File: src/rtl/rename_map_table_if.sv
// Signal bundle between the rename stage, its instruction source and the free list.
// The slave modport is the rename block's view; the master modport is the surrounding pipeline's view.
interface rename_map_table_if #(
    parameter int LOG_ARCH = 5,
    parameter int LOG_PHYS = 6
);
    logic                Rename_IN;
    logic [LOG_ARCH-1:0] Src1Arch_IN;
    logic [LOG_ARCH-1:0] Src2Arch_IN;
    logic                DestValid_IN;
    logic [LOG_ARCH-1:0] DestArch_IN;
    logic                Ready_OUT;
    logic                Done_OUT;
    logic [LOG_PHYS-1:0] Src1Phys_OUT;
    logic [LOG_PHYS-1:0] Src2Phys_OUT;
    logic [LOG_PHYS-1:0] DestPhys_OUT;
    logic [LOG_PHYS-1:0] OldDestPhys_OUT;
    logic                FreeDequeue_OUT;
    logic                FreeDequeueResult_IN;
    logic [LOG_PHYS-1:0] FreeData_IN;
    logic                Commit_IN;
    logic [LOG_PHYS-1:0] CommitOldPhys_IN;
    logic                FreeEnqueue_OUT;
    logic [LOG_PHYS-1:0] FreeEnqData_OUT;
    logic [15:0]         StallCount_OUT;

    modport slave (
        input  Rename_IN, Src1Arch_IN, Src2Arch_IN, DestValid_IN, DestArch_IN,
        input  FreeDequeueResult_IN, FreeData_IN, Commit_IN, CommitOldPhys_IN,
        output Ready_OUT, Done_OUT, Src1Phys_OUT, Src2Phys_OUT, DestPhys_OUT,
        output OldDestPhys_OUT, FreeDequeue_OUT, FreeEnqueue_OUT, FreeEnqData_OUT,
        output StallCount_OUT
    );

    modport master (
        output Rename_IN, Src1Arch_IN, Src2Arch_IN, DestValid_IN, DestArch_IN,
        output FreeDequeueResult_IN, FreeData_IN, Commit_IN, CommitOldPhys_IN,
        input  Ready_OUT, Done_OUT, Src1Phys_OUT, Src2Phys_OUT, DestPhys_OUT,
        input  OldDestPhys_OUT, FreeDequeue_OUT, FreeEnqueue_OUT, FreeEnqData_OUT,
        input  StallCount_OUT
    );
endinterface

File: src/rtl/rename_map_table.sv
// Single-issue register rename: architectural-to-physical map, destination allocation
// from the free list with retry, and a registered commit path back to the free list.
module rename_map_table #(
    parameter int NUM_ARCH_REGS = 32,
    parameter int NUM_PHYS_REGS = 64,
    parameter int LOG_ARCH      = $clog2(NUM_ARCH_REGS),
    parameter int LOG_PHYS      = $clog2(NUM_PHYS_REGS)
) (
    input  logic                 CLK,
    input  logic                 RESET,
    rename_map_table_if.slave    bus
);

    typedef enum logic [1:0] {
        IDLE  = 2'd0,
        ALLOC = 2'd1,
        CHECK = 2'd2,
        DONE  = 2'd3
    } state_e;

    typedef logic [LOG_PHYS-1:0] phys_t;
    typedef logic [LOG_ARCH-1:0] arch_t;

    state_e      state_q, state_d;
    phys_t       map_q [NUM_ARCH_REGS];
    phys_t       map_d [NUM_ARCH_REGS];

    // Source mappings captured at accept time, so a source aliasing the destination
    // sees the pre-rename mapping even though the map is written before DONE.
    phys_t       src1_lat_q, src1_lat_d;
    phys_t       src2_lat_q, src2_lat_d;
    arch_t       dest_arch_q, dest_arch_d;

    phys_t       src1_out_q, src1_out_d;
    phys_t       src2_out_q, src2_out_d;
    phys_t       dest_phys_q, dest_phys_d;
    phys_t       old_dest_q, old_dest_d;
    logic        done_q, done_d;
    logic [15:0] stall_q, stall_d;
    logic        enq_q, enq_d;
    phys_t       enq_data_q, enq_data_d;

    // NOTE: every variable gets a default before the case statement so no path
    // leaves one unassigned, which would otherwise infer a latch.
    always_comb begin
        state_d     = state_q;
        map_d       = map_q;
        src1_lat_d  = src1_lat_q;
        src2_lat_d  = src2_lat_q;
        dest_arch_d = dest_arch_q;
        src1_out_d  = src1_out_q;
        src2_out_d  = src2_out_q;
        dest_phys_d = dest_phys_q;
        old_dest_d  = old_dest_q;
        done_d      = 1'b0;
        stall_d     = stall_q;

        case (state_q)
            IDLE: begin
                if (bus.Rename_IN) begin
                    src1_lat_d  = map_q[bus.Src1Arch_IN];
                    src2_lat_d  = map_q[bus.Src2Arch_IN];
                    dest_arch_d = bus.DestArch_IN;
                    if (bus.DestValid_IN) begin
                        state_d = ALLOC;
                    end else begin
                        state_d     = DONE;
                        done_d      = 1'b1;
                        src1_out_d  = map_q[bus.Src1Arch_IN];
                        src2_out_d  = map_q[bus.Src2Arch_IN];
                        dest_phys_d = '0;
                        old_dest_d  = '0;
                    end
                end
            end
            ALLOC: begin
                state_d = CHECK;
            end
            CHECK: begin
                if (bus.FreeDequeueResult_IN) begin
                    old_dest_d         = map_q[dest_arch_q];
                    map_d[dest_arch_q] = bus.FreeData_IN;
                    dest_phys_d        = bus.FreeData_IN;
                    src1_out_d         = src1_lat_q;
                    src2_out_d         = src2_lat_q;
                    done_d             = 1'b1;
                    state_d            = DONE;
                end else begin
                    if (stall_q != 16'hFFFF) begin
                        stall_d = stall_q + 16'd1;
                    end
                    state_d = ALLOC;
                end
            end
            DONE: begin
                state_d = IDLE;
            end
            default: begin
                state_d = IDLE;
            end
        endcase
    end

    // Commit release is a plain one-cycle register stage, independent of the rename FSM.
    always_comb begin
        enq_d      = bus.Commit_IN;
        enq_data_d = bus.Commit_IN ? bus.CommitOldPhys_IN : enq_data_q;
    end

    // NOTE: sequential state uses non-blocking assignments so every flop samples
    // its _d value from before the edge, independent of statement order.
    always_ff @(posedge CLK or negedge RESET) begin
        if (!RESET) begin
            state_q     <= IDLE;
            // NOTE: the map is reset entry-by-entry to identity, so it is built from
            // flops rather than a RAM macro; software relies on the identity start state.
            for (int i = 0; i < NUM_ARCH_REGS; i++) begin
                map_q[i] <= phys_t'(i);
            end
            src1_lat_q  <= '0;
            src2_lat_q  <= '0;
            dest_arch_q <= '0;
            src1_out_q  <= '0;
            src2_out_q  <= '0;
            dest_phys_q <= '0;
            old_dest_q  <= '0;
            done_q      <= 1'b0;
            stall_q     <= '0;
            enq_q       <= 1'b0;
            enq_data_q  <= '0;
        end else begin
            state_q     <= state_d;
            map_q       <= map_d;
            src1_lat_q  <= src1_lat_d;
            src2_lat_q  <= src2_lat_d;
            dest_arch_q <= dest_arch_d;
            src1_out_q  <= src1_out_d;
            src2_out_q  <= src2_out_d;
            dest_phys_q <= dest_phys_d;
            old_dest_q  <= old_dest_d;
            done_q      <= done_d;
            stall_q     <= stall_d;
            enq_q       <= enq_d;
            enq_data_q  <= enq_data_d;
        end
    end

    assign bus.Ready_OUT       = (state_q == IDLE);
    assign bus.FreeDequeue_OUT = (state_q == ALLOC);
    assign bus.Done_OUT        = done_q;
    assign bus.Src1Phys_OUT    = src1_out_q;
    assign bus.Src2Phys_OUT    = src2_out_q;
    assign bus.DestPhys_OUT    = dest_phys_q;
    assign bus.OldDestPhys_OUT = old_dest_q;
    assign bus.StallCount_OUT  = stall_q;
    assign bus.FreeEnqueue_OUT = enq_q;
    assign bus.FreeEnqData_OUT = enq_data_q;

    // Done must be a single-cycle pulse and must coincide with the DONE state.
    a_done_pulse: assert property (@(posedge CLK) disable iff (!RESET)
        bus.Done_OUT |=> !bus.Done_OUT);
    a_done_state: assert property (@(posedge CLK) disable iff (!RESET)
        bus.Done_OUT == (state_q == DONE));

endmodule

File: src/flat_wrapper.sv
// flat-port wrapper written by rule: the top's interface ports become plain ports
module rename_map_table_flat 
#(
    parameter int NUM_ARCH_REGS = 32,
    parameter int NUM_PHYS_REGS = 64,
    parameter int LOG_ARCH      = $clog2(NUM_ARCH_REGS),
    parameter int LOG_PHYS      = $clog2(NUM_PHYS_REGS)
)
  (CLK, RESET, bus_Rename_IN, bus_Src1Arch_IN, bus_Src2Arch_IN, bus_DestValid_IN, bus_DestArch_IN, bus_FreeDequeueResult_IN, bus_FreeData_IN, bus_Commit_IN, bus_CommitOldPhys_IN, bus_Ready_OUT, bus_Done_OUT, bus_Src1Phys_OUT, bus_Src2Phys_OUT, bus_DestPhys_OUT, bus_OldDestPhys_OUT, bus_FreeDequeue_OUT, bus_FreeEnqueue_OUT, bus_FreeEnqData_OUT, bus_StallCount_OUT);
  rename_map_table_if #(.LOG_ARCH(LOG_ARCH), .LOG_PHYS(LOG_PHYS)) bus_i ();
  input  logic CLK;
  input  logic RESET;
  input wire logic [$bits(bus_i.Rename_IN)-1:0] bus_Rename_IN;
  input wire logic [$bits(bus_i.Src1Arch_IN)-1:0] bus_Src1Arch_IN;
  input wire logic [$bits(bus_i.Src2Arch_IN)-1:0] bus_Src2Arch_IN;
  input wire logic [$bits(bus_i.DestValid_IN)-1:0] bus_DestValid_IN;
  input wire logic [$bits(bus_i.DestArch_IN)-1:0] bus_DestArch_IN;
  input wire logic [$bits(bus_i.FreeDequeueResult_IN)-1:0] bus_FreeDequeueResult_IN;
  input wire logic [$bits(bus_i.FreeData_IN)-1:0] bus_FreeData_IN;
  input wire logic [$bits(bus_i.Commit_IN)-1:0] bus_Commit_IN;
  input wire logic [$bits(bus_i.CommitOldPhys_IN)-1:0] bus_CommitOldPhys_IN;
  output wire logic [$bits(bus_i.Ready_OUT)-1:0] bus_Ready_OUT;
  output wire logic [$bits(bus_i.Done_OUT)-1:0] bus_Done_OUT;
  output wire logic [$bits(bus_i.Src1Phys_OUT)-1:0] bus_Src1Phys_OUT;
  output wire logic [$bits(bus_i.Src2Phys_OUT)-1:0] bus_Src2Phys_OUT;
  output wire logic [$bits(bus_i.DestPhys_OUT)-1:0] bus_DestPhys_OUT;
  output wire logic [$bits(bus_i.OldDestPhys_OUT)-1:0] bus_OldDestPhys_OUT;
  output wire logic [$bits(bus_i.FreeDequeue_OUT)-1:0] bus_FreeDequeue_OUT;
  output wire logic [$bits(bus_i.FreeEnqueue_OUT)-1:0] bus_FreeEnqueue_OUT;
  output wire logic [$bits(bus_i.FreeEnqData_OUT)-1:0] bus_FreeEnqData_OUT;
  output wire logic [$bits(bus_i.StallCount_OUT)-1:0] bus_StallCount_OUT;
  assign bus_i.Rename_IN = bus_Rename_IN;
  assign bus_i.Src1Arch_IN = bus_Src1Arch_IN;
  assign bus_i.Src2Arch_IN = bus_Src2Arch_IN;
  assign bus_i.DestValid_IN = bus_DestValid_IN;
  assign bus_i.DestArch_IN = bus_DestArch_IN;
  assign bus_i.FreeDequeueResult_IN = bus_FreeDequeueResult_IN;
  assign bus_i.FreeData_IN = bus_FreeData_IN;
  assign bus_i.Commit_IN = bus_Commit_IN;
  assign bus_i.CommitOldPhys_IN = bus_CommitOldPhys_IN;
  assign bus_Ready_OUT = bus_i.Ready_OUT;
  assign bus_Done_OUT = bus_i.Done_OUT;
  assign bus_Src1Phys_OUT = bus_i.Src1Phys_OUT;
  assign bus_Src2Phys_OUT = bus_i.Src2Phys_OUT;
  assign bus_DestPhys_OUT = bus_i.DestPhys_OUT;
  assign bus_OldDestPhys_OUT = bus_i.OldDestPhys_OUT;
  assign bus_FreeDequeue_OUT = bus_i.FreeDequeue_OUT;
  assign bus_FreeEnqueue_OUT = bus_i.FreeEnqueue_OUT;
  assign bus_FreeEnqData_OUT = bus_i.FreeEnqData_OUT;
  assign bus_StallCount_OUT = bus_i.StallCount_OUT;
  rename_map_table #(.NUM_ARCH_REGS(NUM_ARCH_REGS), .NUM_PHYS_REGS(NUM_PHYS_REGS), .LOG_ARCH(LOG_ARCH), .LOG_PHYS(LOG_PHYS)) u_core (.CLK(CLK), .RESET(RESET), .bus(bus_i));
endmodule
File: config.mk
export PLATFORM = sky130hd
export DESIGN_NAME = rename_map_table_flat
export DESIGN_NICKNAME = d
export VERILOG_FILES = /design/src/rtl/rename_map_table_if.sv /design/src/rtl/rename_map_table.sv /design/src/flat_wrapper.sv
export SDC_FILE = /design/constraint.sdc
export NUM_CORES = 1
export LEC_CHECK = 0
export CAP_MARGIN = 15
export CORE_MARGIN = 1
export CORE_UTILIZATION = 35
export DETAILED_ROUTE_END_ITERATION = 12
export DONT_BUFFER_PORTS = 1
export GPL_TIMING_DRIVEN = 0
export HOLD_SLACK_MARGIN = 0.12
export PLACE_DENSITY = 0.59
export SLEW_MARGIN = 10
export SYNTH_ARGS = -nofsm -noshare
export SYNTH_HDL_FRONTEND = slang
export SYNTH_SLANG_ARGS = --single-unit
File: constraint.sdc
create_clock -name CLK -period 2.9 [get_ports CLK]
set_input_delay 0.29 -clock CLK [delete_from_list [all_inputs] [get_ports CLK]]
set_output_delay 0.29 -clock CLK [all_outputs]
set_load 0.005 [all_outputs]
==> Flow_metrics.wiki, run 1 <==
{| class="wikitable"
! Metric !! Value
|-
| Outcome || complete, but fails checks
|-
| Failing checks || hold timing, setup timing
|-
| Required time of the critical path || 3380 ps
|-
| H-Tree Level Count || 1
|-
| TritonCTS clock tree || done
|-
| Most used DFF post-synth || dfrtp_1
|-
| Startpoint type of the worst setup path || flip-flop
|-
| Max-slew headroom at the worst pin || 30.8%
|-
| Unrepaired setup endpoints after global routing || no
|-
| Number of global-route vias before repair || 11.2k
|-
| Largest register by flop count || u_core.map_q
|-
| Fmax || 345 MHz
|-
| Post-layout total power || 16.3 mW
|-
| CTS max path bufs || 3
|-
| Leading cell types in the layout, fill and taps excluded || 200 x mux2_2, 192 x mux2i_1, 179 x dfrtp_1
|-
| Number of cells on the worst reg-to-reg path || 6
|-
| CTS Hold Buffers Added || 21
|-
| Portion of total power attributed to combinational logic || 32.5%
|-
| Pin count of the biggest net entering global routing || 260
|-
| Placement row count || 75
|-
| Net switching power figure || between 5 and 6 mW
|-
| Starting density of the core || a little over a third
|-
| Endpoint type of the worst setup path || flip-flop
|-
| Worst r2r src || u_core.dest_arch_q[1]$_DFFE_PN0P_
|-
| Max FFs per register || ~190
|-
| Reg-to-Reg End || u_core.bus.OldDestPhys_OUT[0]$_DFFE_PN0P_
|-
| Worst path buffer plus inverter count || 2
|-
| Detailed-route wire length per cell || 31.1 um
|-
| Net count after synthesis || 1231
|-
| Largest delay contributor family on the critical path || buffers and inverters
|-
| Number of antenna violations at the first check in global routing || 3
|-
| Arr. time, crit path || 3390 ps
|-
| Boundary pin count || 83
|-
| Final Routed Wirelength || 56600 um
|-
| Setup-violating endpoint count in the final report || 1
|-
| Placer Congestion || 1.02
|-
| Slew Limit Fails || 0
|-
| Count of routing violations after the opening detailed-route iteration || 1325
|-
| DRT antenna net count || 0
|-
| Clock power frac || 25.9%
|-
| Overall die width || 208 um
|-
| Via count || 11.3k
|-
| Number of buffers created by CTS || 31
|-
| Layout Area Growth over Synthesis || 13.8%
|-
| Class of the most critical hold timing path || primary input to async pin
|-
| Die Span Y || a little over 200 um
|-
| Crit path kind || flip-flop to flip-flop
|-
| Flip-flop and latch count after synthesis || 259
|-
| Number of synthesized flops with an enable pin || 0
|-
| Clock sink count || ~260
|-
| Power density of the placed cells || ~960 mW/mm^2
|-
| Standby leakage power || roughly 7.3 nW
|-
| Worst-case hold slack || -610 ps
|-
| Number of nets in the layout || around 1.3k
|-
| Number of iterations in the first detailed-routing pass || 6
|-
| Slowest stage cell on the critical path || clkbuf_1
|-
| Floorplan die area || 0.0433 mm^2
|-
| Max FO, Critical Path || 10
|-
| Commonest non-fill, non-tap cell in the layout || mux2_2
|-
| Total global routing overflow || 0
|-
| Final critical delay including setup and external delays || 2900 ps
|-
| Cell-by-cell listing of the critical path || buf_2, clkbuf_1, mux4_2, a22oi_1, nand4_1, a22o_1
|-
| Share of the yosys chip area belonging to registers || 44.3%
|-
| Core Box Area || ~0.042 mm^2
|-
| Cells after synthesis || 1197
|-
| Least setup slack across all paths after layout || -2.28 ps
|-
| Async set-reset flop share out of synthesis || 100%
|-
| Period utilisation layout || 100%
|-
| Cell Area, Synth || roughly 0.015 mm^2
|-
| Placement-stage cell area || 0.0155 mm^2
|-
| Buffer type at the clock tree root || clkbuf_16
|-
| IO Port Bufs || 0
|-
| Number of hold violations in the final report || ~260
|-
| Synthesized area per cell || 12.4 um^2
|-
| Sequential share of power || 41.6%
|-
| Design Area, Final || 0.0169 mm^2
|-
| Wire length of the first global-routing pass || 81200 um
|-
| Global-route total usage across every layer || 25.9%
|-
| Post-route DRC || 0
|-
| Clock transition at the register clock pins on the worst setup and hold paths after CTS || 60 ps
|-
| Switch share || 36.2%
|-
| Internal Pwr Total || 10.4 mW
|-
| Detailed-placement wirelength estimate || approximately 40000 um
|-
| Clock latency of the later-clocked register in the worst-skew pair || 600 ps
|-
| Vias per std cell || 6.20
|-
| Worst setup path start || u_core.dest_arch_q[1]$_DFFE_PN0P_
|-
| Share of post-route cells with drive strength above 1 || between 30% and 40%
|-
| Netlist cell types || 49
|-
| Slew at the pin closest to its max-slew limit || 1040 ps
|-
| Crit-path max cell delay || 780 ps
|-
| Count of max-cap constraint violations || 0
|-
| Worst setup skew after layout || 18.0 ps
|-
| Worst VDD drop || 568 uV
|-
| Slack of the worst reg-to-reg path || -2 ps
|-
| Total of warnings raised by yosys || 0
|}
==> worst register-to-register path, cell delays in order (launching register included) <==
cell	delay [ps]
dfrtp_1	320
buf_2	200
clkbuf_1	780
mux4_2	480
a22oi_1	400
nand4_1	330
a22o_1	290
==> synthesized netlist by cell type, drive strengths merged (2+ instances only) <==
| cell type | instances | area (um^2) |
|---|---|---|
| and3 | 4 | 25.0 |
| xor2 | 4 | 35.0 |
| mux2 | 203 | 2290 |
| clkbuf | 61 | 230 |
| nand4 | 9 | 56.3 |
| mux4 | 48 | 1080 |
| nor2b | 5 | 31.3 |
| nor3 | 2 | 10.0 |
| o21ai | 14 | 70.1 |
| a211oi | 2 | 15.0 |
| nor4 | 4 | 55.1 |
| a22oi | 120 | 901 |
| nand3 | 6 | 30.0 |
| o221ai | 12 | 105 |
| or2 | 4 | 25.0 |
| dfrtp | 179 | 4480 |
| a21oi | 49 | 245 |
| a22o | 12 | 105 |
| xnor2 | 11 | 96.3 |
| nand2b | 5 | 31.3 |
| nand3b | 3 | 26.3 |
| and4 | 2 | 17.5 |
| dfstp | 80 | 2100 |
| mux2i | 192 | 1920 |
| nor2 | 25 | 111 |
| nand2 | 73 | 274 |
| or4 | 12 | 90.1 |
| inv | 2 | 7.51 |
| and2 | 6 | 37.5 |
| nor3b | 2 | 25.0 |
| buf | 36 | 234 |
==> final cells by class <==
class,instances,area [um^2]
Multi-Input combinational cell,839,7810
Inverter,2,7.51
Timing Repair Buffer,23,238
Tap cell,539,674
Antenna cell,1,2.50
Fill cell,3973,25000
Sequential cell,259,6580
Clock inverter,17,239
Buffer,96,473
Clock buffer,41,873
==> layer usage <==
metal	up-vias	wire [um]	part of all wire (%)	track usage [%]
met5	-	0	0	0
met4	0	3180	5.6	13.0
met3	160	5340	9.4	5.46
met2	659	24900	44	39.6
met1	5768	23200	41	34.9
li1	4685	-	-	-
==> worst max path at each step <==
| stage | to | cells after the start |
|---|---|---|
| 2_1_floorplan | u_core.map_q[186]$_DFFE_PN0P_ | 6 |
| 3_3_place_gp | u_core.map_q[179]$_DFFE_PN0P_ | 5 |
| 3_5_place_dp | u_core.map_q[57]$_DFFE_PN0P_ | 5 |
| 4_1_cts | u_core.bus.OldDestPhys_OUT[0]$_DFFE_PN0P_ | 6 |
| 5_1_grt | u_core.map_q[173]$_DFFE_PN0P_ | 4 |
| 6_report | u_core.bus.OldDestPhys_OUT[0]$_DFFE_PN0P_ | 6 |
==> repair_timing <==
action | in CTS | in global routing
gates resized for setup | 6 | 5
pin swaps | 0 | 1
buffers inserted | 0 | 2
endpoints found under the setup margin | 61 | 47
hold endpoints to repair | 308 | 259
==> logic make-up after synthesis <==
logic type,count (synthesis),share of synthesized area (%)
simple gates,167,5.97
buf+inv,99,3.18
mux,443,35.6
fa+ha+maj,1,0.0843
xor+xnor,15,0.885
flops,259,44.3
compound gates,213,9.94
==> power groups by stage <==
stage	combinational (mW)	sequential [mW]	clock (mW)
3_5_place_dp	5.13	6.71	0
5_1_grt	5.60	6.94	4.41
6_report	5.29	6.77	4.23
3_3_place_gp	5.07	6.64	0
4_1_cts	5.21	6.68	4.31
2_1_floorplan	3.84	6.17	0
==> stage by stage <==
| stage | TNS (ps) | std cells | util [%] | setup slack, ps |
|---|---|---|---|---|
| global placement | -13700 | 1736 | 37.1 | -345 |
| CTS | -10.7 | 1815 | 40.3 | -10.7 |
| detailed placement | -12940 | 1736 | 37.1 | -319 |
| finish | -2.28 | 1817 | 40.4 | -2.28 |
| floorplan | 0 | 1197 | - | 915 |
| global route | 0 | 1816 | 40.4 | 102 |
(Power assumes the default switching activity.)
==> run 2, diff against run 1 <==
- CORE_ASPECT_RATIO: unset -> 1.25
==> run 2 against run 1 <==
Effect of this change:
- clock skew is 13 ps higher
- critical path type unchanged
- the flow finishes with violations (hold timing)
- hold slack better by 11 ps
- non-clock buffer count unchanged
- highest routed layer unchanged
- sequential share of layout area rose by 0.31 points
- final cell count up 0.83%
- die area is essentially flat
- core utilization is 0.40 points lower
- setup slack gained 27 ps
- flip-flop and latch count unchanged
- power is 2.8% lower
==> Flow_metrics.wiki, run 2 (same netlist as run 1, synthesis figures left out) <==
{| class="wikitable"
! Metric !! Value
|-
| Floorplan die area || 0.0433 mm^2 (about the same)
|-
| Buffer type at the clock tree root || clkbuf_16
|-
| Post-layout util || 40.0% (-0.40 points)
|-
| Max FO, Critical Path || 10 (unchanged)
|-
| Die Span Y || 232 um (+12%)
|-
| Wire length of the first global-routing pass || 83100 um (+2.4%)
|-
| Commonest non-fill, non-tap cell in the layout || mux2_2
|-
| IO Port Bufs || 0 (unchanged)
|-
| Worst setup skew after layout || 30.9 ps (+12.9 ps)
|-
| Count of max-cap constraint violations || 0 (unchanged)
|-
| CTS max path bufs || 3 (unchanged)
|-
| Endpoint type of the worst setup path || flip-flop
|-
| Worst VDD drop || 449 uV (-21%)
|-
| Setup-violating endpoint count in the final report || 0 (-1)
|-
| Final critical delay including setup and external delays || 2870 ps (-27.3 ps)
|-
| Largest register by flop count || u_core.map_q
|-
| Setup TNS || 0 ps (+2.28 ps)
|-
| Fmax || 348 MHz (+0.95%)
|-
| Clock sink count || 259 (unchanged)
|-
| Startpoint type of the worst setup path || flip-flop
|-
| Failing checks || hold timing
|-
| Leading cell types in the layout, fill and taps excluded || 200 x mux2_2, 192 x mux2i_1, 179 x dfrtp_1
|-
| Power density of the placed cells || 945 mW/mm^2 (-2.0%)
|-
| Number of iterations in the first detailed-routing pass || 5 (-1)
|-
| Detailed-placement wirelength estimate || 41700 um (+4.2%)
|-
| Final Routed Wirelength || 59000 um (+4.2%)
|-
| Slew at the pin closest to its max-slew limit || 1170 ps (+131 ps)
|-
| DRT antenna net count || 0 (unchanged)
|-
| Max FFs per register || 192 (unchanged)
|-
| Outcome || complete, but fails checks
|-
| Core Box Area || 0.0419 mm^2 (+0.20%)
|-
| Worst r2r src || u_core.dest_arch_q[1]$_DFFE_PN0P_
|-
| Global-route total usage across every layer || 27.4% (+1.5 points)
|-
| Number of global-route vias before repair || 11.5k (+2.1%)
|-
| Pin count of the biggest net entering global routing || 260 (unchanged)
|-
| Overall die width || 186 um (-10%)
|-
| Share of post-route cells with drive strength above 1 || 34.3% (about the same)
|-
| Slew Limit Fails || 0 (unchanged)
|-
| Crit-path max cell delay || 890 ps (+110 ps)
|-
| Layout Area Growth over Synthesis || 12.9%
|-
| H-Tree Level Count || 1 (unchanged)
|-
| Reg-to-Reg End || u_core.bus.OldDestPhys_OUT[3]$_DFFE_PN0P_
|-
| Number of nets in the layout || 1284 (-0.16%)
|-
| Vias per std cell || 6.16 (-0.63%)
|-
| Placer Congestion || 1.13 (+10%)
|-
| Detailed-route wire length per cell || 32.2 um (+3.4%)
|-
| Number of cells on the worst reg-to-reg path || 6 (unchanged)
|-
| Clock transition at the register clock pins on the worst setup and hold paths after CTS || 70 ps (about the same)
|-
| Crit path kind || flip-flop to flip-flop
|-
| Number of hold violations in the final report || 259 (unchanged)
|-
| Arr. time, crit path || 3370 ps (-20 ps)
|-
| Post-route DRC || 0 (unchanged)
|-
| Number of antenna violations at the first check in global routing || 0 (-3)
|-
| Least setup slack across all paths after layout || 25.1 ps (+27.3 ps)
|-
| Count of routing violations after the opening detailed-route iteration || 1250 (-5.7%)
|-
| Starting density of the core || 35.4% (-0.070 points)
|-
| Number of buffers created by CTS || 29 (-6.5%)
|-
| Unrepaired setup endpoints after global routing || no
|-
| Boundary pin count || 83 (unchanged)
|-
| CTS Hold Buffers Added || 21 (unchanged)
|-
| Required time of the critical path || 3390 ps (about the same)
|-
| Slowest stage cell on the critical path || clkbuf_1
|-
| Period utilisation layout || 99.1% (-0.94 points)
|-
| Worst-case hold slack || -599 ps (+11.0 ps)
|-
| TritonCTS clock tree || done
|-
| Via count || 11.3k (+0.19%)
|-
| Cell-by-cell listing of the critical path || buf_2, clkbuf_1, mux4_2, a22oi_1, nand4_1, a22o_1
|-
| Worst setup slack after placement || -92.0 ps (+227 ps)
|-
| Slack of the worst reg-to-reg path || 30 ps (+30 ps)
|-
| Placement row count || 84 (+12%)
|-
| Class of the most critical hold timing path || primary input to async pin
|-
| Total inserted antenna cells || 0 (-1)
|-
| Max-slew headroom at the worst pin || 22.0% (-8.7 points)
|-
| Clock latency of the later-clocked register in the worst-skew pair || 600 ps (about the same)
|-
| Standby leakage power || 7.21 nW (-1.4%)
|-
| Total global routing overflow || 0 (unchanged)
|}
run 2: report_power, final:
part	switching, mW	internal, mW
Sequential	1.49	5.27
Combinational	2.77	2.55
Clock	1.71	2.06
run 2: how the worst max path moves through the flow:
stage	start	end	slack, ps	cells after the start
after floorplan	u_core.state_q[0]$_DFFE_PN0P_	u_core.map_q[186]$_DFFE_PN0P_	920	6
after global placement	u_core.dest_arch_q[1]$_DFFE_PN0P_	u_core.map_q[130]$_DFFE_PN0P_	-370	5
after detailed placement	u_core.dest_arch_q[0]$_DFFE_PN0P_	u_core.map_q[37]$_DFFE_PN0P_	-90	5
after CTS	u_core.dest_arch_q[0]$_DFFE_PN0P_	u_core.map_q[89]$_DFFE_PN0P_	-10	5
after global routing	u_core.dest_arch_q[1]$_DFFE_PN0P_	u_core.map_q[131]$_DFFE_PN0P_	40	6
final	u_core.dest_arch_q[1]$_DFFE_PN0P_	u_core.bus.OldDestPhys_OUT[3]$_DFFE_PN0P_	30	6
run 2: critical path: cells and delay by family (launching register included):
family / cells / cell delay, ps
mux: 1 / 450
buf+inv: 2 / 1080
compound gates: 2 / 650
flops: 1 / 320
simple gates: 1 / 240
run 2: metrics by stage:
step	instance area, um^2	instances	power [mW]
3_5_place_dp	15600	1757	11.9
2_1_floorplan	14800	1197	10.0
4_1_cts	16700	1832	15.7
5_1_grt	16800	1832	16.5
3_3_place_gp	15500	1756	11.7
6_report	16800	1832	15.8
run 2: metal layers:
layer,global-route usage (%),wire length [um]
met4,16.3,3860
met3,3.81,4020
met5,0,0
met2,45.6,28500
met1,33.6,22600
run 2: timing repair:
| item | 4_1_cts | 5_1_grt |
|---|---|---|
| buffers inserted | 0 | 1 |
| pin swaps | 0 | 1 |
| endpoints found under the hold margin | 307 | 259 |
| gates resized for setup | 4 | 6 |
| setup endpoints to repair | 16 | 37 |
run 2: layout make-up:
cell class,count,area (um^2)
inverter,2,7.51
clock buffer,31,733
multi-input combinational,839,7820
fill,3972,25200
buffer,96,468
timing repair buffer,23,229
sequential,259,6580
tap,559,699
clock inverter,23,231
